## config.mk

```make
export PLATFORM = sky130hd
export DESIGN_NAME = tdc_interval_meter
export DESIGN_NICKNAME = d
export VERILOG_FILES = /design/src/rtl/tdc_meter_pkg.sv /design/src/rtl/tdc_interval_meter_sync_edge.sv /design/src/rtl/tdc_interval_meter.sv
export SDC_FILE = /design/constraint.sdc
export NUM_CORES = 1
export LEC_CHECK = 0
export CORE_MARGIN = 5
export CORE_UTILIZATION = 35
export DETAILED_ROUTE_END_ITERATION = 16
export SYNTH_ARGS = -nofsm -noshare
export SYNTH_HDL_FRONTEND = slang
export SYNTH_SLANG_ARGS = --single-unit
```

## constraint.sdc

```tcl
create_clock -name clk -period 8.5 [get_ports clk]
set_clock_uncertainty 0.05 [all_clocks]
set_input_delay 1.275 -clock clk [delete_from_list [all_inputs] [get_ports clk]]
set_output_delay 1.275 -clock clk [all_outputs]
set_load 0.05 [all_outputs]
```

## src/rtl/tdc_meter_pkg.sv

```systemverilog
// Shared types and default constants for the TDC interval meter.
package tdc_meter_pkg;

  typedef enum logic [1:0] {
    ST_IDLE  = 2'd0,
    ST_COUNT = 2'd1,
    ST_DONE  = 2'd2
  } meter_state_e;

  localparam int DEF_CNT_W   = 28;
  localparam int DEF_TIMEOUT = 12582912;
  localparam int DEF_TOL     = 2;
  localparam int TALLY_W     = 16;

endpackage

```

## src/rtl/tdc_interval_meter_sync_edge.sv

```systemverilog
// Two-flop synchronizer followed by a registered rising-edge detector.
// Pulse appears 3 cycles after the input rises, the same for every instance.
module sync_edge (
  input  logic clk,
  input  logic rst,
  input  logic din,
  output logic rise
);

  logic meta_q;
  logic sync_q;
  logic prev_q;

  // NOTE: sequential state uses non-blocking assignments so every flop samples
  // the pre-edge value of its neighbour; blocking here would collapse the chain.
  // NOTE: the whole chain resets to 1, so a line already high when reset drops
  // looks like "no change" rather than a fresh rising edge.
  always_ff @(posedge clk) begin
    if (rst) begin
      meta_q <= 1'b1;
      sync_q <= 1'b1;
      prev_q <= 1'b1;
      rise   <= 1'b0;
    end else begin
      meta_q <= din;
      sync_q <= meta_q;
      prev_q <= sync_q;
      rise   <= sync_q & ~prev_q;
    end
  end

endmodule

```

## src/rtl/tdc_interval_meter.sv

```systemverilog
// Start/stop interval meter: counts clk cycles between synchronized start and
// stop edges, grades the result against expected +/- TOL, keeps pass/fail tallies.
module tdc_interval_meter
  import tdc_meter_pkg::*;
#(
  parameter int CNT_W   = DEF_CNT_W,
  parameter int TIMEOUT = DEF_TIMEOUT,
  parameter int TOL     = DEF_TOL
) (
  input  logic               clk,
  input  logic               rst,
  input  logic               start_in,
  input  logic               stop_in,
  input  logic [CNT_W-1:0]   expected,
  output logic               res_valid,
  input  logic               res_ready,
  output logic [CNT_W-1:0]   res_data,
  output logic               res_timeout,
  output logic               res_pass,
  output logic [TALLY_W-1:0] pass_cnt,
  output logic [TALLY_W-1:0] fail_cnt,
  output logic               busy
);

  meter_state_e state_q, state_d;

  logic             start_rise, stop_rise;
  logic [CNT_W-1:0] cnt_q, cnt_d, cnt_inc;
  logic [CNT_W-1:0] exp_q, exp_d;
  logic [CNT_W-1:0] data_d;
  logic             timeout_d, pass_d, enter_done;
  logic [CNT_W:0]   diff;
  logic [TALLY_W-1:0] pass_q, fail_q;

  sync_edge u_start_edge (
    .clk  (clk),
    .rst  (rst),
    .din  (start_in),
    .rise (start_rise)
  );

  sync_edge u_stop_edge (
    .clk  (clk),
    .rst  (rst),
    .din  (stop_in),
    .rise (stop_rise)
  );

  assign cnt_inc = cnt_q + CNT_W'(1);

  // NOTE: every signal written here gets a default before the case, so no path
  // leaves one unassigned and no latch is inferred.
  always_comb begin
    state_d    = state_q;
    cnt_d      = cnt_q;
    exp_d      = exp_q;
    data_d     = res_data;
    timeout_d  = res_timeout;
    pass_d     = res_pass;
    enter_done = 1'b0;
    diff       = '0;

    case (state_q)
      ST_IDLE: begin
        if (start_rise) begin
          exp_d = expected;
          if (stop_rise) begin
            data_d     = '0;
            timeout_d  = 1'b0;
            state_d    = ST_DONE;
            enter_done = 1'b1;
          end else begin
            cnt_d   = '0;
            state_d = ST_COUNT;
          end
        end
      end
      ST_COUNT: begin
        // Later start edges are ignored: the first start owns the measurement.
        if (stop_rise) begin
          data_d     = cnt_inc;
          timeout_d  = 1'b0;
          state_d    = ST_DONE;
          enter_done = 1'b1;
        end else if (cnt_inc == CNT_W'(TIMEOUT)) begin
          data_d     = CNT_W'(TIMEOUT);
          timeout_d  = 1'b1;
          state_d    = ST_DONE;
          enter_done = 1'b1;
        end else begin
          cnt_d = cnt_inc;
        end
      end
      ST_DONE: begin
        if (res_ready) begin
          state_d   = ST_IDLE;
          timeout_d = 1'b0;
          pass_d    = 1'b0;
        end
      end
      default: state_d = ST_IDLE;
    endcase

    // One extra bit keeps the absolute difference from wrapping.
    if (data_d >= exp_d) diff = {1'b0, data_d} - {1'b0, exp_d};
    else                 diff = {1'b0, exp_d} - {1'b0, data_d};
    if (enter_done) pass_d = !timeout_d && (diff <= (CNT_W+1)'(TOL));
  end

  always_ff @(posedge clk) begin
    if (rst) state_q <= ST_IDLE;
    else     state_q <= state_d;
  end

  always_ff @(posedge clk) begin
    if (rst) begin
      cnt_q       <= '0;
      exp_q       <= '0;
      res_data    <= '0;
      res_timeout <= 1'b0;
      res_pass    <= 1'b0;
    end else begin
      cnt_q       <= cnt_d;
      exp_q       <= exp_d;
      res_data    <= data_d;
      res_timeout <= timeout_d;
      res_pass    <= pass_d;
    end
  end

  always_ff @(posedge clk) begin
    if (rst) begin
      pass_q <= '0;
      fail_q <= '0;
    end else if (enter_done) begin
      if (pass_d) begin
        if (pass_q != '1) pass_q <= pass_q + TALLY_W'(1);
      end else begin
        if (fail_q != '1) fail_q <= fail_q + TALLY_W'(1);
      end
    end
  end

  assign pass_cnt  = pass_q;
  assign fail_cnt  = fail_q;
  assign res_valid = (state_q == ST_DONE);
  assign busy      = (state_q != ST_IDLE);

endmodule

```

==> flow_metrics.env, run 1 <==
export IMPL_yosysUniqueCellTypes=86
export IMPL_seq_area_um2=2560
export IMPL_post_place_cells=1798
export IMPL_fill_cells=2970
export IMPL_slew_violations=0
export IMPL_r2r_end="pass_cnt[11]"
export IMPL_syn_area_um2=10300
export IMPL_clock_fmax_ghz=0.124
export IMPL_synthCells=1362
export IMPL_holdBufCountCts=0
export IMPL_die_x_um=181
export IMPL_avgRoutedWirePerCell_um=19.8
export IMPL_io_buffers=96
export IMPL_yosysWarnings=0
export IMPL_end_kind="register"
export IMPL_synth_main_ff_cell="dfxtp_1"
export IMPL_crit_start="cnt_q[0]"
export IMPL_synth_largest_area_cell="dfxtp_1"
export IMPL_dpl_hpwl_um=28200
export IMPL_ys_ff_latch=128
export IMPL_ir_drop_mv=0.125
export IMPL_worst_slew_pin_slew_ns=1.12
export IMPL_cts_root_buf="clkbuf_16"
export IMPL_status="finished, final reports clean"
export IMPL_ys_top_cells_by_area="dfxtp_1 (25%), ha_1 (7.1%), nor2_1 (6.7%)"
export IMPL_synthesis_nets=1455
export IMPL_clk_insertion_delay_late_ns=0.43
export IMPL_grt_pass1_vias=9806
export IMPL_slew_headroom_pct=25.2
export IMPL_fin_cells=1833
export IMPL_fin_crit_ns=8.06
export IMPL_vias=10500
export IMPL_routed_wirelength_um=36200
export IMPL_grt_use_total_pct=21.4
export IMPL_place_congestion=1.01
export IMPL_rows=62
export IMPL_required_ns=8.77
export IMPL_cp_max_fo=9
export IMPL_hold_viol=0
export IMPL_layout_drive_gt1_share_pct=10.3
export IMPL_syn_area_per_cell_um2=7.55
export IMPL_ys_seq_area_share_pct=24.9
export IMPL_multi_input_area_um2=6940
export IMPL_ant_nets=0
export IMPL_setup_viol=0
export IMPL_area_delta_synth_final_pct=18.8
export IMPL_r2r_slack_ns=0.44
export IMPL_drc=0
export IMPL_synth_edf_count=0
export IMPL_clock_sinks=128
export IMPL_critPathCapture="pass_cnt[11]"
export IMPL_initial_core_util_pct=35.7
export IMPL_setup_tns_ns=0
export IMPL_synthArstFlopShare_pct=0
export IMPL_cts_max_level=4
export IMPL_critical_path_max_stage_delay_ns=0.64
export IMPL_post_route_period_util_pct=94.8
export IMPL_drtIter0Drc=1116
export IMPL_grt_overflow_total=0
export IMPL_rsz0062_at_grt="no"
export IMPL_ios=97
export IMPL_coreArea_um2=28900
export IMPL_critPathKind="reg -> reg"
export IMPL_grt_pass1_wl_um=57100
export IMPL_path_clk_slew_ns=0.07
export IMPL_cts_tree="built"
export IMPL_rr_startpoint="cnt_q[0]"
export IMPL_rr_worst_depth=27
export IMPL_grt_start_max_net_pins=84
export IMPL_arrival_ns=8.33
export IMPL_hold_class="reg -> reg"
export IMPL_die_h_um=181
export IMPL_grt_antenna_before_repair=0
export IMPL_synth_top_cell_area_share_pct=24.9
export IMPL_layout_nets=1528
export IMPL_crit_slowest_cell="nor3_1"
export IMPL_pwr_density_cell_nw_per_um2=138
export IMPL_vias_per_cell=5.71
export IMPL_firstDrtPassIters=6
export IMPL_cts_buffers_inserted=17
export IMPL_clk_path_buf_depth=2
export IMPL_dieArea_um2=32900
export IMPL_drv_cap=0
export IMPL_start_kind="register"
export IMPL_p_leak_uw=0.00522
[flip-flops by register name, summed over array words and instances (netlist names), 2 cells and up]
signal and cells:
pass_cnt 16, cnt_q 28, state_q 2, exp_q 28
res_data 28, fail_cnt 16
[stage by stage]
stage / cell area [um^2] / worst slack (ns) / power (uW) / hold WS (ns) / utilization (%)
after detailed placement: 11600 / 0.241 / 957 / 0.340 / 40.2
final: 12200 / 0.441 / 1680 / 0.346 / 42.4
after CTS: 12200 / 0.186 / 1680 / 0.347 / 42.2
after global routing: 12200 / 0.0287 / 1740 / 0.368 / 42.4
after global placement: 11600 / 0.406 / 959 / 0.331 / 40.2
after floorplan: 10300 / 0.979 / 846 / 0.323 / -
[cells in the mapped netlist (15+ instances only)]
library cell and count:
o21ai_0 56, nor2b_1 31, o21bai_1 18, a21oi_1 120, a22oi_1 22, mux2i_1 36
dfxtp_1 128, nor3_1 36, nor4_1 21, ha_1 58, nand4_1 33, nand2_1 86
a21o_1 29, or2_2 15, xnor2_1 37, clkbuf_1 68, inv_1 78, a211oi_1 16
nand3_1 36, and3_1 16, nor2_1 183
[worst max-delay path: cells and delay by family, from the launching register on]
kind,cells,cell delay [ns]
multiplexers,2,0.43
AND/OR/NAND/NOR,13,4.18
adder cells (fa/ha/maj),2,0.74
AO/OA/AOI/OAI,8,1.77
buffers and inverters,2,0.24
flip-flops,1,0.49
[layout make-up]
| cell class | count | share of cell area [%] |
|---|---|---|
| multi-input combinational | 1062 | 56.7 |
| sequential | 128 | 21.0 |
| timing repair buffer | 148 | 11.3 |
| tap | 384 | 3.93 |
| clock buffer | 17 | 3.48 |
| inverter | 78 | 2.39 |
| clock inverter | 15 | 1.16 |
| antenna | 1 | 0.0205 |
[kinds of logic (layout without fill, tap and decap cells)]
kind of cell	after synthesis	in the layout	share of synthesized area [%]
AND/OR/NAND/NOR	540	540	27.2
AO/OA/AOI/OAI	354	354	22.2
buffers and inverters	172	258	8.04
flip-flops	128	128	24.9
other	0	1	0
multiplexers	60	60	6.13
adder cells (fa/ha/maj)	60	60	7.44
XOR/XNOR	48	48	4.09
[layer usage]
metal  vias to the layer above  global-route usage [%]  wire length [um]
met3                        63                    3.28              2420
met1                      5003                    30.9             17000
li1                       5003                       -                 -
met5                         -                       0                 0
met4                         0                    5.64               823
met2                       404                    33.3             16000
[power by group]
part / total [uW] / internal, uW / switching, uW
registers: 604 / 603 / 1.73
logic: 351 / 143 / 208
clock network: 727 / 388 / 338
[cell usage in the layout (no fill, tap or decap), types with 7 or more instances in the layout]
master           instances
a21o_1                  29
nor4_1                  20
nand2b_1                 8
and2_1                  10
nor3_1                  36
and4_1                  14
o21bai_1                17
o211ai_1                 9
a21oi_1                119
o21ai_0                 56
nor2_1                 182
a211oi_1                16
clkdlybuf4s50_1         95
nand3_1                 36
nor2b_1                 31
or3_1                   11
xnor2_1                 37
nand4_1                 33
xor2_1                  11
ha_1                    58
dfxtp_1                128
a22oi_1                 22
mux2_1                  10
mux2i_1                 36
buf_4                   50
or2_2                   15
and3_1                  16
or4_1                    7
a31oi_1                 11
nand2_1                 86
mux2_2                  14
o31ai_1                 11
inv_1                   78
clkbuf_16               17
o21a_1                  10
[worst min-delay path by stage]
stage | from | end | slack [ns] | depth (start not counted)
floorplan | u_start_edge.prev_q | u_start_edge.rise | 0.32 | 1
global placement | u_start_edge.prev_q | u_start_edge.rise | 0.33 | 1
detailed placement | u_stop_edge.prev_q | u_stop_edge.rise | 0.34 | 1
CTS | u_start_edge.meta_q | u_start_edge.sync_q | 0.35 | 1
global route | u_start_edge.meta_q | u_start_edge.sync_q | 0.37 | 1
finish | u_stop_edge.prev_q | u_stop_edge.rise | 0.35 | 1
[what timing repair did]
item | CTS | global route
resized for setup | 0 | 5
setup endpoints to repair | 0 | 33
setup buffers | 0 | 2
Power figures use the tool's default switching activity.
==> inputs of run 2 (changes only) <==
Clock period 8.5 ns to 9.3 ns, I/O delays scaled along.
==> run 2 against run 1 <==
Compared with the run above:
- final area is 2.1% lower
- sequential power fell by 8.4%
- fmax is 7.4% lower
- non-clock buffer count decreased by 25
- sequential share of layout area increased by 0.45 points
- wire length hardly changed
- core utilization shrank 0.89 points
- critical path depth shrank 1
- register-to-register slack improved by 0.15 ns
- via count shrank 2.2%
- critical path type unchanged
- critical endpoint is now pass_cnt[9]
- largest cell class unchanged
==> flow_metrics.env, run 2 (synthesis results as in run 1) <==
export IMPL_cts_tree="built"
export IMPL_critical_path_max_stage_delay_ns=0.54
export IMPL_rsz0062_at_grt="no"
export IMPL_fill_cells=2984
export IMPL_final_common_cell="nor2_1"
export IMPL_die_x_um=181
export IMPL_post_route_period_util_pct=93.6
export IMPL_grt_pass1_wl_um=55900
export IMPL_firstDrtPassIters=5
export IMPL_setup_viol=0
export IMPL_coreArea_um2=28900
export IMPL_status="finished, final reports clean"
export IMPL_crit_slowest_cell="or4_1"
export IMPL_clock_fmax_ghz=0.115
export IMPL_cts_root_buf="clkbuf_16"
export IMPL_clk_insertion_delay_late_ns=0.43
export IMPL_area_delta_synth_final_pct=16.4
export IMPL_post_place_cells=1775
export IMPL_ant_nets=0
export IMPL_cts_setup_buffers=0
export IMPL_grt_use_total_pct=21.3
export IMPL_fin_crit_ns=8.71
export IMPL_clock_sinks=128
export IMPL_vias_per_cell=5.67
export IMPL_cp_top_family="simple AND/OR/NAND/NOR gates"
export IMPL_dpl_hpwl_um=28400
export IMPL_required_ns=9.56
export IMPL_layout_common_cells="nor2_1 (183), dfxtp_1 (128), a21oi_1 (119)"
export IMPL_n_antenna_cell=0
export IMPL_dieArea_um2=32900
export IMPL_hold_ws_ns=0.328
export IMPL_place_congestion=0.969
export IMPL_avgRoutedWirePerCell_um=20.0
export IMPL_hold_class="reg -> reg"
export IMPL_grt_overflow_total=0
export IMPL_layout_drive_gt1_share_pct=8.64
export IMPL_multi_input_area_um2=6930
export IMPL_pwr_density_cell_nw_per_um2=125
export IMPL_cts_buffers_inserted=17
export IMPL_vias=10200
export IMPL_cp_max_fo=15
export IMPL_ir_drop_mv=0.108
export IMPL_clk_path_buf_depth=2
export IMPL_fin_cells=1807
export IMPL_hold_viol=0
export IMPL_initial_core_util_pct=35.7
export IMPL_routed_wirelength_um=36200
export IMPL_start_kind="register"
export IMPL_drv_cap=0
export IMPL_grt_pass1_vias=9544
export IMPL_grt_antenna_before_repair=1
export IMPL_arrival_ns=8.97
export IMPL_slew_violations=0
export IMPL_rows=62
export IMPL_seq_area_um2=2560
export IMPL_end_kind="register"
export IMPL_largest_registers="cnt_q (28), exp_q (28), res_data (28)"
export IMPL_io_buffers=96
export IMPL_die_h_um=181
export IMPL_cts_max_level=4
export IMPL_worst_slew_pin_slew_ns=1.11
export IMPL_slew_headroom_pct=25.8
export IMPL_holdBufCountCts=0
export IMPL_layout_nets=1503
export IMPL_ios=97
export IMPL_drc=0
export IMPL_setup_tns_ns=0
export IMPL_p_leak_uw=0.00508
export IMPL_grt_start_max_net_pins=94
export IMPL_worst_path_buf_inv=2
export IMPL_drtIter0Drc=937
export IMPL_path_clk_slew_ns=0.07
export IMPL_critPathKind="reg -> reg"
==> run 2: cell count changes in the layout (fill, tap and decap cells not counted), moves of 2 or more <==
cell	delta
buf_4	-22
clkinv_4	-2
clkinv_2	+3
buf_12	-3
inv_8	-4
clkinvlp_4	+2
==> run 2: power by group <==
| part | switching, uW | total, uW | leakage (uW) | internal [uW] |
|---|---|---|---|---|
| logic | 184 | 307 | 0.00379 | 123 |
| clock network | 290 | 642 | 0.000261 | 352 |
| registers | 1.59 | 553 | 0.00103 | 551 |
==> run 2: area by class of cell <==
cell class	instances	share of cell area [%]
Clock inverter	14	0.909
Inverter	78	2.45
Sequential cell	128	21.4
Tap cell	384	4.01
Multi-Input combinational cell	1062	57.9
Timing Repair Buffer	123	9.70
Clock buffer	18	3.67
==> run 2: metal layers <==
layer / part of all wire, % / track usage (%) / routed length [um] / up-vias
li1: - / - / - / 4965
met1: 48 / 31.0 / 17300 / 4865
met2: 43 / 32.1 / 15700 / 362
met3: 7.0 / 4.08 / 2550 / 50
met4: 2.0 / 5.82 / 724 / 2
met5: 0.036 / 0 / 13 / -
==> run 2: final timing paths <==
kind / startpoint / to / slack, ns / depth (start not counted)
max: cnt_q[0] / pass_cnt[9] / 0.59 / 26
min: u_start_edge.prev_q / u_start_edge.rise / 0.33 / 1
max reg2reg: cnt_q[0] / pass_cnt[9] / 0.59 / 26
min reg2reg: u_start_edge.prev_q / u_start_edge.rise / 0.33 / 1
==> run 2: repair_timing <==
| item | 4_1_cts | 5_1_grt |
|---|---|---|
| endpoints found under the hold margin | 0 | 0 |
| gates resized for setup | 0 | 3 |
| endpoints found under the setup margin | 0 | 17 |
==> run 2: per-stage QoR <==
stage | instance area [um^2] | setup WS (ns) | util, % | power (uW)
floorplan | 10300 | 1.78 | - | 773
global placement | 11400 | 0.587 | 39.5 | 868
detailed placement | 11400 | 0.504 | 39.5 | 864
CTS | 12000 | 0.474 | 41.4 | 1510
global route | 12000 | 0.0128 | 41.5 | 1560
finish | 12000 | 0.594 | 41.5 | 1500
==> inputs of run 3 (changes only) <==
Settings changed: SLEW_MARGIN set to 20.
Clock period 9.3 ns to 11.1 ns, I/O delays scaled along.
==> run 3 against run 2 <==
Compared with the run above:
- sequential cell count stayed put
- sequential share of layout area rose by 0.20 points
- sequential power shrank 16%
- first-iteration DRC count is 0.43% lower
- clock-buffer cell count fell by 1
- die area stayed put
- highest routed layer is now met4
- register-to-register slack better by 0.89 ns
- fmax decreased by 9.4%
- combinational power decreased by 19%
==> flow_metrics.env, run 3 (synthesis results as in run 1) <==
export IMPL_clkPwrFrac_pct=43.3
export IMPL_grt_overflow_total=0
export IMPL_netSwitchingFraction_pct=31.5
export IMPL_layout_drive_gt1_share_pct=7.46
export IMPL_start_kind="register"
export IMPL_met2WireLength_um=14300
export IMPL_cts_buffers_inserted=17
export IMPL_clk_path_buf_depth=2
export IMPL_p_int_uw=859
export IMPL_worst_slew_pin_slew_ns=1.11
export IMPL_required_ns=11.37
export IMPL_drv_cap=0
export IMPL_p_leak_uw=0.00502
export IMPL_hold_viol=0
export IMPL_post_place_cells=1759
export IMPL_cts_max_level=4
export IMPL_clock_fmax_ghz=0.104
export IMPL_setup_tns_ns=0
export IMPL_rr_worst_depth=26
export IMPL_grt_pass1_wl_um=53400
export IMPL_ant_nets=0
export IMPL_rr_startpoint="cnt_q[0]"
export IMPL_largest_registers="cnt_q (28), exp_q (28), res_data (28)"
export IMPL_fin_util_pct=41.1
export IMPL_fin_cells=1791
export IMPL_die_h_um=181
export IMPL_crit_start="cnt_q[0]"
export IMPL_clock_sinks=128
export IMPL_postCtsResizedCells=0
export IMPL_setup_viol=0
export IMPL_vias_per_cell=5.74
export IMPL_slew_violations=0
export IMPL_fin_crit_ns=9.61
export IMPL_avgRoutedWirePerCell_um=19.1
export IMPL_place_congestion=0.962
export IMPL_initial_core_util_pct=35.7
export IMPL_arrival_ns=9.88
export IMPL_rsz0062_at_grt="no"
export IMPL_slew_headroom_pct=26.0
export IMPL_post_place_ws_ns=1.80
export IMPL_critPathCapture="pass_cnt[15]"
export IMPL_r2r_end="pass_cnt[15]"
export IMPL_drc=0
export IMPL_r2r_slack_ns=1.49
export IMPL_layout_nets=1487
export IMPL_dpl_hpwl_um=26300
export IMPL_top_layer="met4"
export IMPL_path_clk_slew_ns=0.07
export IMPL_rows=62
export IMPL_grt_pass1_vias=9467
export IMPL_setup_slack_ns=1.49
export IMPL_firstDrtPassIters=5
export IMPL_combPwrFrac_pct=19.8
export IMPL_routed_wirelength_um=34200
export IMPL_ios=97
export IMPL_grt_start_max_net_pins=80
export IMPL_status="finished, final reports clean"
export IMPL_holdBufCountCts=0
export IMPL_switching_power_uw=396
export IMPL_vias=10300
export IMPL_cts_tree="built"
export IMPL_dieArea_um2=32900
export IMPL_critPathKind="reg -> reg"
export IMPL_grt_antenna_before_repair=0
export IMPL_pwr_density_cell_nw_per_um2=106
export IMPL_ir_drop_mv=0.101
export IMPL_hold_class="reg -> reg"
export IMPL_wl_met3_um=2810
export IMPL_grt_use_total_pct=20.0
export IMPL_die_x_um=181
export IMPL_wl_met1_um=16100
export IMPL_p_seq_share_pct=36.9
export IMPL_cp_max_fo=30
export IMPL_cts_setup_buffers=0
export IMPL_coreArea_um2=28900
export IMPL_n_antenna_cell=0
export IMPL_area_delta_synth_final_pct=15.3
export IMPL_post_route_period_util_pct=86.6
export IMPL_clk_insertion_delay_late_ns=0.43
export IMPL_cts_root_buf="clkbuf_16"
export IMPL_drtIter0Drc=933
export IMPL_end_kind="register"
export IMPL_io_buffers=96
export IMPL_final_common_cell="nor2_1"
export IMPL_layout_common_cells="nor2_1 (183), dfxtp_1 (128), a21oi_1 (119)"
export IMPL_hold_ws_ns=0.340
## run 3: cell count changes in the layout (fill, tap and decap cells not counted), moves of 2 or more
cell,change
buf_4,-16
clkinv_2,-3
inv_8,+3
clkinvlp_4,-2
inv_6,+2
## run 3: how the worst min path moves through the flow
stage / slack, ns / depth (start not counted) / to / startpoint
final: 0.34 / 1 / u_start_edge.rise / u_start_edge.prev_q
after global routing: 0.35 / 1 / u_start_edge.rise / u_start_edge.prev_q
after floorplan: 0.32 / 1 / u_start_edge.rise / u_start_edge.prev_q
after detailed placement: 0.34 / 1 / u_stop_edge.rise / u_stop_edge.prev_q
after CTS: 0.34 / 1 / u_start_edge.rise / u_start_edge.prev_q
after global placement: 0.33 / 1 / u_stop_edge.rise / u_stop_edge.prev_q
## run 3: critical path, stage by stage (launching register included)
cell,delay (ns)
dfxtp_1,0.49
ha_1,0.32
nand3_1,0.35
nor4_1,0.83
mux2i_1,0.44
o21a_1,0.20
nand4_1,0.16
nor2_1,0.44
o21a_1,0.19
o21bai_2,0.15
buf_4,0.28
a22oi_1,0.37
inv_1,0.08
ha_1,0.53
and3_1,0.27
nand2_1,0.11
or4_1,0.53
o221a_2,0.34
o21bai_1,0.52
nor2_2,0.33
a211o_1,0.36
and3_1,0.16
or4_1,0.54
nand4b_4,0.27
nor2_4,0.53
nor4b_2,0.31
mux2_1,0.34
## run 3: per-stage QoR
stage               cell area [um^2]  total power, uW
floorplan                      10300              648
detailed placement             11300              715
global route                   11900             1310
CTS                            11900             1260
finish                         11900             1250
global placement               11300              717
## run 3: area by class of cell
class | instances | area, um^2
Fill cell | 2948 | 17000
Multi-Input combinational cell | 1062 | 6920
Timing Repair Buffer | 107 | 1040
Clock inverter | 15 | 139
Tap cell | 384 | 480
Clock buffer | 17 | 425
Sequential cell | 128 | 2560
Inverter | 78 | 293
## run 3: metal layers
metal	GRT usage, %	up-vias
li1	-	4930
met1	29.0	4819
met2	29.3	478
met3	4.22	61
met4	7.11	0
met5	0	-
## run 3: power by group through the flow
stage	clock [uW]	combinational [uW]	sequential (uW)
after global routing	575	269	463
after floorplan	0	175	473
after detailed placement	0	242	473
after global placement	0	244	473
final	543	249	463
after CTS	556	244	463
